$ cat src/rtl/hier_node_sequencer.sv
// hier_node_sequencer
//   Runs a group of child blocks either one after another (sequential mode)
//   or all together (parallel mode). Each wait on the children can be
//   bounded by a programmable timeout.
//
// Parameters
//   NUM_CHILDREN  number of children controlled (1..32)
//   TO_W          width of the per-wait timeout counter
//   IDX_W         width of a child index
//
// Ports
//   clk            rising-edge clock
//   rst            synchronous active-high reset
//   start_i        one-cycle run request, taken only when idle
//   mode_i         sampled with start_i: 0 = sequential, 1 = parallel
//   timeout_i      wait limit in cycles, sampled with start_i; 0 = no limit
//   child_start_o  registered one-cycle start pulse per child
//   child_done_i   one-cycle completion pulse per child
//   busy_o         high whenever a run is in progress
//   done_o         one-cycle pulse when the run completes
//   error_o        one-cycle pulse when a wait times out
//   err_idx_o      child that timed out; cleared by the next start
module hier_node_sequencer #(
  parameter int NUM_CHILDREN = 5,
  parameter int TO_W         = 8,
  parameter int IDX_W        = (NUM_CHILDREN > 1) ? $clog2(NUM_CHILDREN) : 1
) (
  input  logic                    clk,
  input  logic                    rst,
  input  logic                    start_i,
  input  logic                    mode_i,
  input  logic [TO_W-1:0]         timeout_i,
  output logic [NUM_CHILDREN-1:0] child_start_o,
  input  logic [NUM_CHILDREN-1:0] child_done_i,
  output logic                    busy_o,
  output logic                    done_o,
  output logic                    error_o,
  output logic [IDX_W-1:0]        err_idx_o
);

  typedef enum logic [2:0] {
    S_IDLE,
    S_LAUNCH,
    S_WAIT,
    S_FINISH,
    S_FAIL
  } state_t;

  state_t                  state;
  logic                    mode_q;
  logic [TO_W-1:0]         to_q;
  logic [TO_W-1:0]         cnt_q;
  logic [IDX_W-1:0]        idx_q;
  logic [NUM_CHILDREN-1:0] mask_q;

  logic [NUM_CHILDREN-1:0] idx_onehot;
  logic [NUM_CHILDREN-1:0] accept;
  logic [NUM_CHILDREN-1:0] mask_nx;
  logic                    exit_ok;
  logic                    is_last;
  logic                    timed_out;
  logic [IDX_W-1:0]        first_clr;
  logic                    found;

  // In sequential mode only the launched child may set its mask bit.
  assign idx_onehot = NUM_CHILDREN'(1) << idx_q;
  assign accept     = mode_q ? '1 : idx_onehot;
  assign mask_nx    = mask_q | (child_done_i & accept);

  // Exit uses the mask including this cycle's pulses, so a done that lands on
  // the timeout cycle still wins.
  assign exit_ok   = mode_q ? (&mask_nx) : (|(mask_nx & idx_onehot));
  assign is_last   = (idx_q == IDX_W'(NUM_CHILDREN - 1));
  assign timed_out = (to_q != '0) && (cnt_q == to_q);

  // Lowest child still outstanding, reported on a parallel-mode timeout.
  always_comb begin
    first_clr = '0;
    found     = 1'b0;
    for (int unsigned i = 0; i < NUM_CHILDREN; i++) begin
      if (!found && !mask_nx[i]) begin
        first_clr = IDX_W'(i);
        found     = 1'b1;
      end
    end
  end

  always_ff @(posedge clk) begin
    if (rst) begin
      state         <= S_IDLE;
      mode_q        <= 1'b0;
      to_q          <= '0;
      cnt_q         <= '0;
      idx_q         <= '0;
      mask_q        <= '0;
      child_start_o <= '0;
      err_idx_o     <= '0;
    end else begin
      child_start_o <= '0;
      case (state)
        S_IDLE: begin
          if (start_i) begin
            mode_q        <= mode_i;
            to_q          <= timeout_i;
            idx_q         <= '0;
            mask_q        <= '0;
            err_idx_o     <= '0;
            // Start pulse is loaded on entry so it is visible during LAUNCH.
            child_start_o <= mode_i ? '1 : NUM_CHILDREN'(1);
            state         <= S_LAUNCH;
          end
        end
        S_LAUNCH: begin
          cnt_q <= '0;
          state <= S_WAIT;
        end
        S_WAIT: begin
          mask_q <= mask_nx;
          cnt_q  <= cnt_q + TO_W'(1);
          if (exit_ok) begin
            if (mode_q || is_last) begin
              state <= S_FINISH;
            end else begin
              idx_q         <= idx_q + IDX_W'(1);
              child_start_o <= idx_onehot << 1;
              state         <= S_LAUNCH;
            end
          end else if (timed_out) begin
            err_idx_o <= mode_q ? first_clr : idx_q;
            state     <= S_FAIL;
          end
        end
        S_FINISH: state <= S_IDLE;
        S_FAIL:   state <= S_IDLE;
        default:  state <= S_IDLE;
      endcase
    end
  end

  assign busy_o  = (state != S_IDLE);
  assign done_o  = (state == S_FINISH);
  assign error_o = (state == S_FAIL);

endmodule

$ cat config.mk
export PLATFORM = sky130hd
export DESIGN_NAME = hier_node_sequencer
export DESIGN_NICKNAME = d
export VERILOG_FILES = /design/src/rtl/hier_node_sequencer.sv
export SDC_FILE = /design/constraint.sdc
export NUM_CORES = 1
export LEC_CHECK = 0
export ABC_AREA = 1
export CAP_MARGIN = 20
export CORE_MARGIN = 2
export CORE_UTILIZATION = 40
export DETAILED_ROUTE_END_ITERATION = 10
export PLACE_DENSITY = 0.72
export SLEW_MARGIN = 25
export SYNTH_ARGS = -nofsm -noshare
export SYNTH_HDL_FRONTEND = slang
export SYNTH_SLANG_ARGS = --single-unit
$ cat constraint.sdc
create_clock -name clk -period 2.1 [get_ports clk]
set_input_delay 0.525 -clock clk [delete_from_list [all_inputs] [get_ports clk]]
set_output_delay 0.525 -clock clk [all_outputs]
set_load 0.03 [all_outputs]
# Yosys cells after proc, flatten, opt, wreduce, memory -nomap -nowiden

Index checks and enable logic that the tools add are counted.

Output and inout bits: 11
Input bits: 17
Flip-flop bits (word level): 36
Logic and storage cells: 82

Multiplexer cells: 31
Reduce and logical (&&, ||, !) cells: 25
Bitwise gates (word level): 3
Shift operators: 1
Equality and inequality tests: 12
Add/subtract/negate cells: 2

Operators by type and width:

| cell                                                                   | count |
|---|---|
| 3-bit 2-to-1 mux                                                       | 11 |
| 5-bit 2-to-1 mux                                                       | 6 |
| 5-bit one-hot mux with 2 select lines                                  | 2 |
| 8-bit one-hot mux with 2 select lines                                  | 1 |
| 3-bit one-hot mux with 2 select lines                                  | 2 |
| 5-bit bitwise AND                                                      | 2 |
| 2-bit inequality test (second input constant)                          | 5 |
| 3-bit one-hot mux with 3 select lines                                  | 1 |
| 8-bit by 1-bit adder with 8-bit output (second input constant)         | 1 |
| 8-bit equality test                                                    | 1 |
| 4-bit AND reduction                                                    | 2 |
| 8-bit nonzero test                                                     | 1 |
| 1-bit zero test                                                        | 7 |
| 3-bit by 2-bit equality test with 1-bit output (second input constant) | 2 |
| 3-bit equality test (second input constant)                            | 2 |
| 1-bit 2-to-1 mux                                                       | 6 |
| 2-bit AND reduction                                                    | 3 |
| 1-bit logical AND                                                      | 5 |
| 5-bit OR                                                               | 1 |
| 5-bit AND reduction                                                    | 1 |
| 5-bit OR reduction                                                     | 1 |
| 1-bit by 3-bit left shift with 5-bit output (first input constant)     | 1 |
| 2-bit 2-to-1 mux                                                       | 2 |
| 2-bit nonzero test                                                     | 2 |
| 6 further kinds                                                        | 6 |

# Longest topological paths before layout

Gate-level depths: netlist of the first run.

Depth in word-level cells: 20
Mapped depth: 15
Mapped depth without buffers: 15

# Least setup slack after synthesis of the first run

No wires, ideal clock.

Path type: reg-to-reg
Start: register idx_q[0]
End: register state[0]
Slack: 0.341 ns
Path buffers: 0
Cell stages (with the launch flop): 13
Required time: 1.968 ns
Data arrival time: 1.627 ns
Cells stage by stage: dfxtp_1 -> ha_1 -> ha_1 -> o21ai_1 -> nand2_1 -> nand2_1 -> nand2_1 -> inv_1 -> nand4_1 -> nand2_1 -> nand3_1 -> o21ai_1 -> nor3_2

Longest elaborated chain between the ends: 9
Elaborated cells between the ends (all ways): 12
Classes of those cells: 1 x eq/ne; 1 x shift; 4 x mux; 3 x bitwise; 3 x reduce/logical

Ends and longest elaborated chain:

| what                                                                                | RTL line | RTL |
|---|---|---|
| start: declaration                                                                  | 53       | `logic [IDX_W-1:0] idx_q;` |
| start signal: assignment                                                            | 124      | `idx_q <= idx_q + IDX_W'(1);` |
| 1-bit by 3-bit left shift with 5-bit output (*)                                     | 66       | `assign idx_onehot = NUM_CHILDREN'(1) << idx_q;` |
| 5-bit 2-to-1 mux                                                                    | 67       | `assign accept = mode_q ? '1 : idx_onehot;` |
| 5-bit bitwise AND                                                                   | 68       | `assign mask_nx = mask_q \| (child_done_i & accept);` |
| 5-bit OR                                                                            | 68       |  |
| 5-bit bitwise AND                                                                   | 72       | `assign exit_ok = mode_q ? (&mask_nx) : (\|(mask_nx & idx_onehot));` |
| 5-bit OR reduction                                                                  | 72       |  |
| 1-bit 2-to-1 mux (*)                                                                | 72       |  |
| 3-bit 2-to-1 mux / 3-bit inequality test (equally long branches)                    | -        |  |
| 3-bit one-hot mux with 3 select lines / 2-bit AND reduction (equally long branches) | -        |  |
| end signal: assignment                                                              | 110      | `state <= S_LAUNCH;` |
| end signal: assignment                                                              | 122      | `state <= S_FINISH;` |
| end signal: assignment                                                              | 126      | `state <= S_LAUNCH;` |
| end: declaration                                                                    | 49       | `state_t state;` |

Mark *: on every way between the ends. The rest lies on a longest branch, timed or not.
A chain may end at the register's enable or synchronous reset.

# Final worst setup path of the first run

Start: register idx_q[0]
End: register state[2]

Same word-level chain as after synthesis.

==> out/metrics.json, run 1 <==
{
  "cells_and_area": {
    "insertedDiodeCount": 0,
    "postLayoutCoreUtil": 0.533,
    "layout_commonest_cell": "nand2_1",
    "syn_to_final_growth_pct": 26.9,
    "most-common-layout-cells": "nand2_1, dfxtp_1, inv_1, a21oi_1, clkdlybuf4s50_1",
    "fin_nets": 319,
    "drive_gt1_frac": 0.108
  },
  "detailed_routing": {
    "routed_wl_met3_um": 224,
    "vias_per_cell": 4.97,
    "antenna_left": 0,
    "initialDrtViolationCount": 123,
    "wirelength_um": 3970,
    "drc_markers": 0,
    "detail_route.wl_per_cell_um": 11.4,
    "route.vias.total": 1736,
    "top_layer": "met4",
    "met2_wirelength_um": 1770,
    "drt-pass1-iter-count": 4,
    "met1_length_um": 1900
  },
  "pwr": {
    "sequentialPowerShare": 0.391,
    "vdd.ir_drop.worst_uv": 303,
    "clock_power_share": 0.325,
    "switching_share": 0.321,
    "switching_power_uw": 657,
    "power.combinational.fraction": 0.284,
    "p_per_area_nw_per_um2": 875,
    "cell_internal_pwr_mw": 1.39,
    "power.total_mw": 2.04,
    "power.static_leakage_nw": 1.00
  },
  "timing": {
    "max_freq_ghz": 0.507,
    "slew_headroom": 0.722,
    "setup_slack_of_the_critical_path_after_layout_ns": 0.127,
    "worst_slew_pin_slew_ns": 0.417,
    "setup_viol": 0,
    "worst_hold_slack_ns": 0.462,
    "report.final.slew_viol_count": 0,
    "final_hold_viol_count": 0,
    "period_minus_slack_ns": 1.97,
    "rsz0062_at_grt": "true",
    "maximum_clock_skew_at_final_layout_ns": 0.00350,
    "final.period_utilization": 0.939
  },
  "synth": {
    "synthTopCellsByArea": "dfxtp_1, nand2_1, a21oi_1",
    "synth_cell_types": 30,
    "post_synth_inst_count": 262,
    "postSynthRegisterBits": 36,
    "count_of_synthesis_stage_warnings_from_yosys": 0,
    "edff_count_synth": 0,
    "yosys_most_used_dff": "dfxtp_1",
    "syn-cell-area_um2": 1840,
    "mappedNetlistNets": 285,
    "synth.top_cell.area_share": 0.391,
    "biggest_area_consumer_among_synthesized_cells": "dfxtp_1",
    "asyncSetResetFlopFracSynth": 0,
    "sequential_to_total_area_share_from_yosys_stat": 0.391,
    "syn-mean-instance-area_um2": 7.03
  },
  "clock_network": {
    "clock_latency_of_the_later_clocked_register_in_the_worst_skew_pair_ns": 0.29,
    "clock_tree.root_cell": "clkbuf_8",
    "clock_path_buffers": 2,
    "ctsHtreeMaxLevel": 2,
    "numCtsBuffers": 5,
    "tritoncts": "yes",
    "cts.sinks": 36,
    "worst_setup_hold_path_clk_slew_ns": 0.07
  },
  "die": {
    "core_region_area_um2": 4380,
    "die_height_um": 71.9,
    "num_rows": 24,
    "initial_utilization": 0.420,
    "die-width_um": 71.9,
    "die-area_um2": 5160,
    "num_io_pins": 28
  },
  "placed_design": {
    "post-dp-hpwl_um": 3020,
    "pre_cts_ws_ns": 0.0516,
    "port_buffers": 27,
    "place_congestion": 0.889
  },
  "run": {
    "maxCapViolCount": 0
  },
  "grt": {
    "grt_use_total": 0.176,
    "grt.overflow.total": 0,
    "first_global_vias": 1564,
    "largest_net_degree_at_the_start_of_global_routing": 24,
    "grt_pass1_wl_um": 7010,
    "number_of_antenna_violations_at_the_first_check_in_global_routing": 0
  },
  "critical_path": {
    "endpoint_kind": "flip-flop",
    "reg2regPathDepth": 12,
    "start_kind": "flip-flop",
    "setup.worst_path.class": "reg2reg",
    "worst-endpoint-required_ns": 2.28,
    "cp_data_arrival_time_ns": 2.15,
    "critPathMaxFanout": 5
  },
  "min_path": {
    "hold-path-cell-count": 2,
    "holdCritPathClass": "reg2reg"
  },
  "run_status": {
    "run_status": "finished clean"
  }
}
==> Yosys cell counts (4+ instances only) <==
cell       n
nor2_1    17
nand3_1   14
a21oi_1   27
o21ai_0   15
nand4_1    5
inv_1     34
nand2_1   60
o21ai_1    4
xnor2_1    4
clkbuf_1   5
ha_1       6
nand2_2    7
dfxtp_1   36
nor3_1     7
==> kinds of logic (layout without fill, tap and decap cells) <==
family | after synthesis | count (layout) | share of synthesized area
AOI/OAI and AO/OA | 54 | 54 | 0.159
xor gates and xnor gates | 6 | 6 | 0.0285
adders and majority gates | 6 | 6 | 0.0408
buffers and inverters | 43 | 78 | 0.0883
DFF | 36 | 36 | 0.391
and+or+nand+nor | 117 | 117 | 0.292
==> per-stage QoR <==
step,area (um^2),std cells,TNS (ns)
after global placement,2200,341,0
after CTS,2320,349,0
after floorplan,1840,262,0
after detailed placement,2200,341,0
final,2340,349,0
after global routing,2340,349,-0.0409
==> final timing paths <==
path / from / to / slack [ns]
max reg2reg: idx_q[0] / state[2] / 0.13
max: idx_q[0] / state[2] / 0.13
min reg2reg: err_idx_o[2] / err_idx_o[2] / 0.46
min: err_idx_o[2] / err_idx_o[2] / 0.46
==> worst max-delay path, cell delays in order (launching register included) <==
cell,delay [ns]
dfxtp_1,0.41
inv_1,0.12
ha_1,0.23
nand2_1,0.09
nand2_2,0.10
o21ai_1,0.12
nand2_1,0.07
inv_1,0.05
nand4_1,0.16
nand2_1,0.18
nand3_1,0.11
o21ai_1,0.16
nor3_2,0.05
==> flip-flops by register name (all words and copies together), names as in the netlist <==
register,flops
child_start_o,5
to_q,8
state,3
cnt_q,8
mask_q,5
idx_q,3
mode_q,1
err_idx_o,3
==> power by group through the flow <==
| stage | logic, mW | registers (mW) | clock network (mW) |
|---|---|---|---|
| after floorplan | 0.362 | 0.834 | 0 |
| after global placement | 0.574 | 0.813 | 0 |
| after detailed placement | 0.580 | 0.815 | 0 |
| after CTS | 0.582 | 0.800 | 0.677 |
| after global routing | 0.651 | 0.810 | 0.710 |
| final | 0.580 | 0.800 | 0.665 |
==> timing repair <==
action	4_1_cts	5_1_grt
endpoints found under the setup margin	0	6
hold buffers	0	0
gates resized for setup	0	5
buffers inserted	0	0
==> metal layers <==
| metal | up-vias | global-route usage |
|---|---|---|
| li1 | 919 | - |
| met1 | 767 | 0.236 |
| met2 | 43 | 0.267 |
| met3 | 7 | 0.0436 |
| met4 | 0 | 0.0776 |
| met5 | - | 0 |
==> layout make-up <==
class	count	area (um^2)
clock buffer	7	96.3
clock inverter	1	30.0
fill	423	2050
inverter	37	139
multi-input combinational	183	963
sequential	36	721
tap	52	65.1
timing repair buffer	33	323
Power figures use the tool's default switching activity.
==> inputs of run 2 (changes only) <==
--- a/config.mk
+++ b/config.mk
@@ -10,6 +10,7 @@
 export CORE_MARGIN = 2
 export CORE_UTILIZATION = 40
 export DETAILED_ROUTE_END_ITERATION = 10
+export GPL_TIMING_DRIVEN = 1
 export PLACE_DENSITY = 0.72
 export SLEW_MARGIN = 25
 export SYNTH_ARGS = -nofsm -noshare
==> results of run 2 <==
Final layout, timing and power as in run 1 (identical DEF).
